--- src/rtl/hilo_muldiv.sv ---
// hilo_muldiv: HI/LO register unit beside the mMips ALU (multu capture, signed/unsigned div, mthi/mtlo).
// Latency: captures and moves land on the accepting edge; division writes HI/LO 34 cycles after start; divide-by-zero in 1.
// Backpressure: o_busy is high while dividing, and every op presented while o_busy=1 is dropped.
//
// Ports:
//   i_clk, i_rst         rising-edge clock, synchronous active-high reset
//   i_op [2:0]           0 none, 1 capture product, 2 div, 3 divu, 4 mthi, 5 mtlo, 6/7 ignored
//   i_a, i_b [31:0]      dividend / mthi-mtlo source, divisor
//   i_alu_lo, i_alu_hi   ALU product low / high word
//   o_hi, o_lo [31:0]    HI and LO registers
//   o_busy               division in progress (stall the pipeline)
//   o_done               one-cycle pulse when a division result is written
//
// Optional build macro HILO_DIV_EARLY_OUT_EN: a division whose dividend magnitude is below the
// divisor magnitude skips the iteration phase and goes straight to the sign fix-up cycle.
module hilo_muldiv #(
  parameter int DIV_STEPS = 32
) (
  input  logic        i_clk,
  input  logic        i_rst,
  input  logic [2:0]  i_op,
  input  logic [31:0] i_a,
  input  logic [31:0] i_b,
  input  logic [31:0] i_alu_lo,
  input  logic [31:0] i_alu_hi,
  output logic [31:0] o_hi,
  output logic [31:0] o_lo,
  output logic        o_busy,
  output logic        o_done
);

  localparam logic [2:0] OP_MUL  = 3'd1;
  localparam logic [2:0] OP_DIV  = 3'd2;
  localparam logic [2:0] OP_DIVU = 3'd3;
  localparam logic [2:0] OP_MTHI = 3'd4;
  localparam logic [2:0] OP_MTLO = 3'd5;
  localparam int CW = (DIV_STEPS > 1) ? $clog2(DIV_STEPS) : 1;

  typedef enum logic [1:0] {S_IDLE, S_DIV, S_SIGN} state_t;

  state_t        r_state;
  state_t        w_state_nx;
  logic [31:0]   r_hi, r_lo;
  logic          r_done;
  logic [31:0]   r_quo;      // dividend shifts out of the top while quotient bits shift in at the bottom
  logic [31:0]   r_rem;
  logic [31:0]   r_dsr;
  logic [CW-1:0] r_cnt;
  logic          r_signed, r_qneg, r_rneg;

  logic          w_div_op, w_signed, w_b_zero, w_early, w_last, w_qbit;
  logic [31:0]   w_a_mag, w_b_mag, w_rem_nx, w_q_fix, w_r_fix;
  logic [32:0]   w_sub;

  assign w_div_op = (i_op == OP_DIV) || (i_op == OP_DIVU);
  assign w_signed = (i_op == OP_DIV);
  assign w_b_zero = (i_b == 32'd0);
  assign w_a_mag  = (w_signed && i_a[31]) ? (~i_a + 32'd1) : i_a;
  assign w_b_mag  = (w_signed && i_b[31]) ? (~i_b + 32'd1) : i_b;

`ifdef HILO_DIV_EARLY_OUT_EN
  assign w_early = (w_a_mag < w_b_mag);
`else
  assign w_early = 1'b0;
`endif

  // The shifted partial remainder needs 33 bits: rem < divisor can reach 2^32-2, doubled plus one.
  assign w_sub    = {r_rem, r_quo[31]} - {1'b0, r_dsr};
  assign w_qbit   = ~w_sub[32];
  assign w_rem_nx = w_qbit ? w_sub[31:0] : {r_rem[30:0], r_quo[31]};
  assign w_last   = (r_cnt == CW'(DIV_STEPS - 1));

  // -2^31 / -1 needs no special case: the magnitude quotient is 2^31 and both signs cancel.
  assign w_q_fix  = (r_signed && r_qneg) ? (~r_quo + 32'd1) : r_quo;
  assign w_r_fix  = (r_signed && r_rneg) ? (~r_rem + 32'd1) : r_rem;

  always_ff @(posedge i_clk) begin
    if (i_rst) r_state <= S_IDLE;
    else       r_state <= w_state_nx;
  end

  always_comb begin
    w_state_nx = r_state;
    case (r_state)
      S_IDLE: if (w_div_op && !w_b_zero) w_state_nx = w_early ? S_SIGN : S_DIV;
      S_DIV:  if (w_last) w_state_nx = S_SIGN;
      S_SIGN: w_state_nx = S_IDLE;
      default: w_state_nx = S_IDLE;
    endcase
  end

  always_ff @(posedge i_clk) begin
    if (i_rst) begin
      r_hi     <= '0;
      r_lo     <= '0;
      r_done   <= 1'b0;
      r_quo    <= '0;
      r_rem    <= '0;
      r_dsr    <= '0;
      r_cnt    <= '0;
      r_signed <= 1'b0;
      r_qneg   <= 1'b0;
      r_rneg   <= 1'b0;
    end else begin
      r_done <= 1'b0;
      case (r_state)
        S_IDLE: begin
          case (i_op)
            OP_MUL: begin
              r_lo <= i_alu_lo;
              r_hi <= i_alu_hi;
            end
            OP_MTHI: r_hi <= i_a;
            OP_MTLO: r_lo <= i_a;
            OP_DIV, OP_DIVU: begin
              if (w_b_zero) begin
                r_hi   <= i_a;
                r_lo   <= 32'hFFFF_FFFF;
                r_done <= 1'b1;
              end else begin
                r_quo    <= w_early ? 32'd0 : w_a_mag;
                r_rem    <= w_early ? w_a_mag : 32'd0;
                r_dsr    <= w_b_mag;
                r_cnt    <= '0;
                r_signed <= w_signed;
                r_qneg   <= i_a[31] ^ i_b[31];
                r_rneg   <= i_a[31];
              end
            end
            default: ;
          endcase
        end
        S_DIV: begin
          r_quo <= {r_quo[30:0], w_qbit};
          r_rem <= w_rem_nx;
          r_cnt <= r_cnt + CW'(1);
        end
        S_SIGN: begin
          r_lo   <= w_q_fix;
          r_hi   <= w_r_fix;
          r_done <= 1'b1;
        end
        default: ;
      endcase
    end
  end

  assign o_hi   = r_hi;
  assign o_lo   = r_lo;
  assign o_done = r_done;
  assign o_busy = (r_state != S_IDLE);

endmodule
--- config.mk ---
export PLATFORM = sky130hd
export DESIGN_NAME = hilo_muldiv
export DESIGN_NICKNAME = d
export VERILOG_FILES = /design/src/rtl/hilo_muldiv.sv
export SDC_FILE = /design/constraint.sdc
export NUM_CORES = 1
export LEC_CHECK = 0
export ABC_AREA = 1
export CAP_MARGIN = 15
export CORE_MARGIN = 2
export CORE_UTILIZATION = 51
export CTS_CLUSTER_DIAMETER = 30
export DETAILED_ROUTE_END_ITERATION = 10
export MAX_ROUTING_LAYER = met4
export PLACE_DENSITY = 0.89
export SKIP_CTS_REPAIR_TIMING = 1
export SLEW_MARGIN = 10
export SYNTH_ARGS = -nofsm -noshare
export SYNTH_HDL_FRONTEND = slang
export SYNTH_SLANG_ARGS = --single-unit
export TNS_END_PERCENT = 30
--- constraint.sdc ---
create_clock -name i_clk -period 2.4 [get_ports i_clk]
set_input_delay 0.72 -clock i_clk [delete_from_list [all_inputs] [get_ports i_clk]]
set_output_delay 0.72 -clock i_clk [all_outputs]
set_load 0.02 [all_outputs]
==> results of run 1 <==
## Yosys cell counts (4+ instances only)
master	instances	share of area, %
xnor2_1	18	1.1
nor3_1	29	1.1
nand2_4	4	0.33
o31ai_1	4	0.22
clkbuf_1	52	1.4
o211ai_1	11	0.60
o21bai_1	4	0.22
xor2_1	36	2.3
a31oi_1	11	0.50
o21ai_0	215	7.8
and2_1	5	0.23
a21oi_1	208	7.5
nor2_1	297	8.1
buf_4	7	0.38
buf_2	29	1.1
inv_1	316	8.6
nand3_1	208	7.5
or2_2	5	0.23
o221ai_1	12	0.76
buf_6	6	0.49
nand4_1	20	0.91
nand3b_1	6	0.33
o21ai_1	9	0.33
dfxtp_1	171	25
ha_1	38	3.4
nand2_1	600	16
inv_2	9	0.24
o22ai_1	15	0.68
nand2_2	6	0.27
## through the flow
step / worst slack [ns] / TNS, ns
6_report: -0.00711 / -0.00711
2_1_floorplan: 0.145 / 0
5_1_grt: -0.0682 / -0.539
3_3_place_gp: -0.459 / -54.98
4_1_cts: -0.210 / -5.41
3_5_place_dp: -0.529 / -67.80
## power by group through the flow
stage | registers (µW) | logic, µW | clock network (µW)
after floorplan | 3460 | 3870 | 0
after global routing | 3350 | 7740 | 2940
after global placement | 3360 | 6170 | 0
after detailed placement | 3370 | 6290 | 0
after CTS | 3310 | 6340 | 2810
final | 3340 | 7120 | 2830
## metal layers
metal  vias up  global-route usage (%)  share of wire (%)
li1       8494                       -                  -
met1      8149                    48.9                 42
met2      1024                    58.4                 44
met3       179                    5.38                 10
met4         0                    13.3                3.8
met5         -                       -                  0
## sequential cells by signal, summed over array words and instances, names as in the netlist
name / count
r_quo: 32
r_state: 2
r_cnt: 5
o_hi: 32
r_signed: 1
o_lo: 32
r_dsr: 32
r_rneg: 1
o_done: 1
r_rem: 32
r_qneg: 1
## area by class of cell
type                       count  area (µm²)
timing repair buffer         466        4480
clock buffer                  18         439
multi-input combinational   1792        9140
inverter                     326        1250
fill                        2195        7500
sequential                   171        3430
clock inverter                14         141
tap                          341         427
## path summary, 6_finish.rpt
check	startpoint	endpoint	slack, ns	cells past startpoint
min reg2reg	r_rneg	r_rneg	0.47	2
max reg2reg	r_quo[31]	r_rem[26]	-0.007	17
max	r_quo[31]	r_rem[26]	-0.007	17
min	r_rneg	r_rneg	0.47	2
## cells in the final DEF (no fill, tap or decap), types with 11 or more instances in the layout
cell	Yosys	layout
a21oi_1	208	203
a31oi_1	11	11
buf_12	0	27
buf_4	7	230
clkbuf_16	0	24
clkdlybuf4s50_1	0	190
dfxtp_1	171	168
ha_1	38	22
ha_4	0	13
inv_1	316	304
inv_2	9	17
nand2_1	600	580
nand2_2	6	23
nand3_1	208	200
nand4_1	20	20
nor2_1	297	286
nor3_1	29	25
o211ai_1	11	11
o21ai_0	215	209
o21ai_1	9	14
o221ai_1	12	12
o22ai_1	15	15
xnor2_1	18	18
xor2_1	36	36
## tightest hold or removal path, delay by kind of cell, from the launching register on
kind / cells / cell delay (ns)
flops: 1 / 0.31
simple gates: 1 / 0.06
compound gates: 1 / 0.05
## kinds of logic (layout without fill, tap and decap cells)
| logic type | Yosys count | in the layout |
|---|---|---|
| compound gates | 500 | 500 |
| xor+xnor | 54 | 54 |
| fa+ha+maj | 39 | 39 |
| buf+inv | 424 | 824 |
| flops | 171 | 171 |
| simple gates | 1198 | 1199 |
==> impl_metrics.tcl, run 1 <==
set metrics [dict create \
    status "complete, but fails checks" \
    violations "negative setup slack" \
    cts.sinks 171 \
    grt.overflow.total 0 \
    max_freq_mhz 415 \
    pwr-share-clk_pct 21.3 \
    total_power_uw 13300 \
    post-route-period-util_pct 100 \
    synth_edf_count 0 \
    wl_per_cell_um 17.6 \
    drt.antenna.violating_nets 0 \
    path_max_fanout 25 \
    synth_cells 2386 \
    final-instance-count-excl-fill 3128 \
    cts_tree "built" \
    crit_buf_inv 3 \
    p_comb_share_pct 53.6 \
    ys_seq_area_share_pct 24.8 \
    syn_area_um2 13800 \
    antenna_found_initial 0 \
    synth-compound-area-share_pct 19.4 \
    drtIter0Drc 2470 \
    postLayoutCellArea_um2 19300 \
    power.switching_uw 5920 \
    ys.flop_type "dfxtp_1" \
    yosysUniqueCellTypes 50 \
    initial_utilization_pct 51.5 \
    hold_ws_ns 0.469 \
    cp.arrival_ns 2.77 \
    worstSetupPathType "flip-flop to flip-flop" \
    slowest_delay_ns 0.37 \
    crit_family "simple AND/OR/NAND/NOR gates" \
    clkLatencyLatePin_ns 0.45 \
    synthAdderAreaFrac_pct 3.59 \
    startpoint_type "flip-flop" \
    drive_above_1_share_pct 15.2 \
    via_count 17800 \
    fin_ws_ns -0.00711 \
    htree_levels 4 \
    grt_pass1_wl_um 82700 \
    die_height_um 169 \
    hold_class "flip-flop to flip-flop" \
    placementRows 60 \
    ys_ff_latch 171 \
    coreArea_um2 26800 \
    muxShareOfSynthArea_pct 0 \
    gp_congestion 1.03 \
    synth_xor_area_share_pct 3.43 \
    yosys.area_share.simple_pct 36.5 \
    worst_ep_required_time_ns 2.76 \
    slew_headroom_pct 47.7 \
    vias_per_cell 5.71 \
    p_int_uw 7360 \
    dp_cells 3073 \
    post_dp_cell_area_um2 17900 \
    clock_skew_ns 0.0162 \
    p_leak_uw 0.00913 \
    drc 0 \
    powerDensity_nw_per_um2 688 \
    power_frac_seq_pct 25.1 \
    grt_usage_pct 37.2 \
    layout.nets 2946 \
    critPathCaptureType "flip-flop" \
    dpl.hpwl_um 41500 \
    tightestPinTransition_ns 0.784 \
    async_flop_share_pct 0 \
    ir_drop_v 0.000541 \
    cts_inserted_buffers 17 \
    area_growth_pct 39.8 \
    ios 199 \
    synth_warnings 0 \
    routed_wl_um 55000 \
    period_needed_ns 2.41 \
    crit_slowest_cell "fa_2" \
    fp.dieW_um 169 \
    synth_top_family_by_area "simple AND/OR/NAND/NOR gates" \
    setup_viol 1 \
    clkTransAtPathRegs_ns 0.07 \
    grt_max_degree 92 \
    syn_nets 2558 \
    final_core_util_pct 72.0 \
    die_area_um2 28400 \
    io_buffers 198 \
    path_cells "inv_4, ha_4, fa_2, inv_2, nand2_1, nand2_2, nand3_2, nand2_2, nand2_2, nand2_4, nand2_4, nand2_4, nand2_8, buf_12, nand3_1, nand3_2, a21oi_1" \
    hold_violations 0 \
    antenna_cells 0 \
    avgSynthCellArea_um2 5.79 \
    grt_pass1_vias 16400 \
    cts.path.max_buffers 2 \
    rsz0062_at_grt "yes" \
    clockRootBuffer "clkbuf_16" \
    swShare_pct 44.6 \
    drt_first_pass_iters 8 \
    finalMaxSlewViolations 0 \
    maxCapViolations 0 \
]
Note: power is estimated with default switching activity, not from simulation.
==> run 2, diff against run 1 <==
--- a/config.mk
+++ b/config.mk
@@ -8,11 +8,11 @@
 export ABC_AREA = 1
 export CAP_MARGIN = 15
 export CORE_MARGIN = 2
-export CORE_UTILIZATION = 51
+export CORE_UTILIZATION = 56
 export CTS_CLUSTER_DIAMETER = 30
 export DETAILED_ROUTE_END_ITERATION = 10
 export MAX_ROUTING_LAYER = met4
-export PLACE_DENSITY = 0.89
+export PLACE_DENSITY = 0.92
 export SKIP_CTS_REPAIR_TIMING = 1
 export SLEW_MARGIN = 10
 export SYNTH_ARGS = -nofsm -noshare
==> constraint.sdc (replaced) <==
create_clock -name i_clk -period 2.6 [get_ports i_clk]
set_input_delay 0.78 -clock i_clk [delete_from_list [all_inputs] [get_ports i_clk]]
set_output_delay 0.78 -clock i_clk [all_outputs]
set_load 0.02 [all_outputs]
==> run 2 against run 1 <==
- the flow now finishes without violations
- sequential share of layout area grew 1.1 points
- wire length shrank 2.7%
- non-clock buffer count shrank 58
- total power shrank 13%
- clock skew shrank 0.00067 ns
- count of clock-buffer cells in the layout grew 3
- sequential power shrank 7.8%
- combinational power shrank 18%
- critical path type is now input pin to flip-flop
- critical endpoint is now r_dsr[1]
- largest cell class unchanged
==> impl_metrics.tcl, run 2 (synthesized netlist as in run 1, its figures left out) <==
set metrics [dict create \
    clkLatencyLatePin_ns 0.45 \
    grt.overflow.total 0 \
    startpoint_type "input pin" \
    via_count 17600 \
    fillCellCount 2044 \
    drt_first_pass_iters 6 \
    regToRegSetupSlack_ns 0.07 \
    vias_per_cell 5.77 \
    coreArea_um2 24200 \
    hold_class "flip-flop to flip-flop" \
    drt.antenna.violating_nets 0 \
    io_buffers 198 \
    cts_tree "built" \
    layout_commonest_cell "nand2_1" \
    antenna_found_initial 0 \
    wl_per_cell_um 17.5 \
    clockRootBuffer "clkbuf_16" \
    cp.arrival_ns 2.87 \
    grt_usage_pct 41.4 \
    finalSetupTns_ns 0 \
    ir_drop_v 0.000457 \
    total_power_uw 11500 \
    dp_slack_ns -0.461 \
    powerDensity_nw_per_um2 632 \
    final_cell_mix "nand2_1, inv_1, nor2_1, o21ai_0, nand3_1" \
    crit_buf_inv 3 \
    slew_headroom_pct 48.1 \
    drtIter0Drc 2461 \
    path_cells "clkdlybuf4s50_1, inv_2, ha_4, nand3_4, nor2_4, nand2_2, nor2_4, nand3_4, nand3_4, buf_4, o21ai_0, a21oi_1" \
    final_core_util_pct 75.1 \
    antenna_cells 0 \
    die_height_um 161 \
    setup_viol 0 \
    routed_wl_um 53500 \
    crit_family "buffers and inverters" \
    dpl.hpwl_um 41300 \
    cts.path.max_buffers 2 \
    path_max_fanout 20 \
    critPathCaptureType "flip-flop" \
    gp_congestion 1.03 \
    clock_skew_ns 0.0156 \
    clkTransAtPathRegs_ns 0.07 \
    drc 0 \
    crit_top_cell "nand3_4" \
    tightestPinTransition_ns 0.778 \
    post-route-period-util_pct 97.4 \
    cts_inserted_buffers 17 \
    worstSetupPathType "input pin to flip-flop" \
    grt_pass1_vias 16300 \
    area_growth_pct 31.8 \
    min_from "r_quo[3]" \
    initial_utilization_pct 56.9 \
    p_leak_uw 0.00860 \
    maxCapViolations 0 \
    layout.nets 2887 \
    period_needed_ns 2.53 \
    grt_pass1_wl_um 83800 \
    hold_violations 0 \
    slowest_delay_ns 0.42 \
    worstReg2RegStart "r_quo[31]" \
    cts.sinks 171 \
    worst_ep_required_time_ns 2.94 \
    fp.dieW_um 161 \
    max_freq_mhz 395 \
    fin_ws_ns 0.0686 \
    finalMaxSlewViolations 0 \
    htree_levels 4 \
    cp-startpoint "i_b[0]" \
    status "complete, no violations" \
    placementRows 57 \
    die_area_um2 25900 \
    crit_slowest_cell "clkdlybuf4s50_1" \
    grt_max_degree 92 \
    ios 199 \
    drive_above_1_share_pct 11.1 \
]
run 2: changes by cell type in the layout (fill, tap and decap cells not counted), moves of 9 or more:
| cell | change |
|---|---|
| nand2_1 | +16 |
| ha_1 | +14 |
| nand2_2 | -13 |
| ha_4 | -11 |
| inv_1 | +9 |
| buf_4 | -39 |
| buf_12 | -9 |
run 2: power breakdown:
group	total [µW]	switching [µW]	internal [µW]
registers	3080	218	2860
clock network	2540	1210	1330
logic	5870	3680	2190
run 2: final cells by class:
class | instances | area [µm²] | share of cell area (%)
flip-flops and latches | 171 | 3420 | 18.8
clock buffers | 21 | 440 | 2.42
well taps | 324 | 405 | 2.23
inverters | 326 | 1230 | 6.74
clock inverters | 11 | 111 | 0.612
repair buffers | 408 | 3780 | 20.8
multi-input cells | 1791 | 8810 | 48.4
run 2: worst paths after layout:
path / end / cells past startpoint
setup / recovery: r_dsr[1] / 12
hold reg to reg: r_quo[3] / 2
hold / removal: r_quo[3] / 2
setup reg to reg: r_rem[0] / 17
run 2: metrics by stage:
step	hold WS, ns	cell area, µm²	instances
global placement	0.453	17500	3020
detailed placement	0.457	17500	3020
floorplan	0.430	13800	2386
finish	0.468	18200	3052
CTS	0.468	18100	3052
global route	0.496	18200	3052
run 2: layer usage:
metal  routed length [µm]  vias to the layer above  track usage (%)
met3                 5980                      136             7.58
met2                23800                     1065             63.9
met4                 1810                        0             15.1
li1                     -                     8383                -
met5                    0                        -                -
met1                22000                     8023             54.4
run 2: worst reg2reg max path, stage by stage, from the launching register on:
cell	delay, ns
dfxtp_1	0.36
inv_2	0.09
ha_4	0.20
fa_1	0.39
inv_1	0.09
nand2_1	0.06
nand2_1	0.09
nand3_1	0.08
nand2_2	0.09
nand2_1	0.06
nand2_2	0.10
nand2_4	0.08
nand2_2	0.09
nand2_4	0.06
buf_6	0.18
nand3_1	0.10
nand3_2	0.16
a21oi_2	0.18
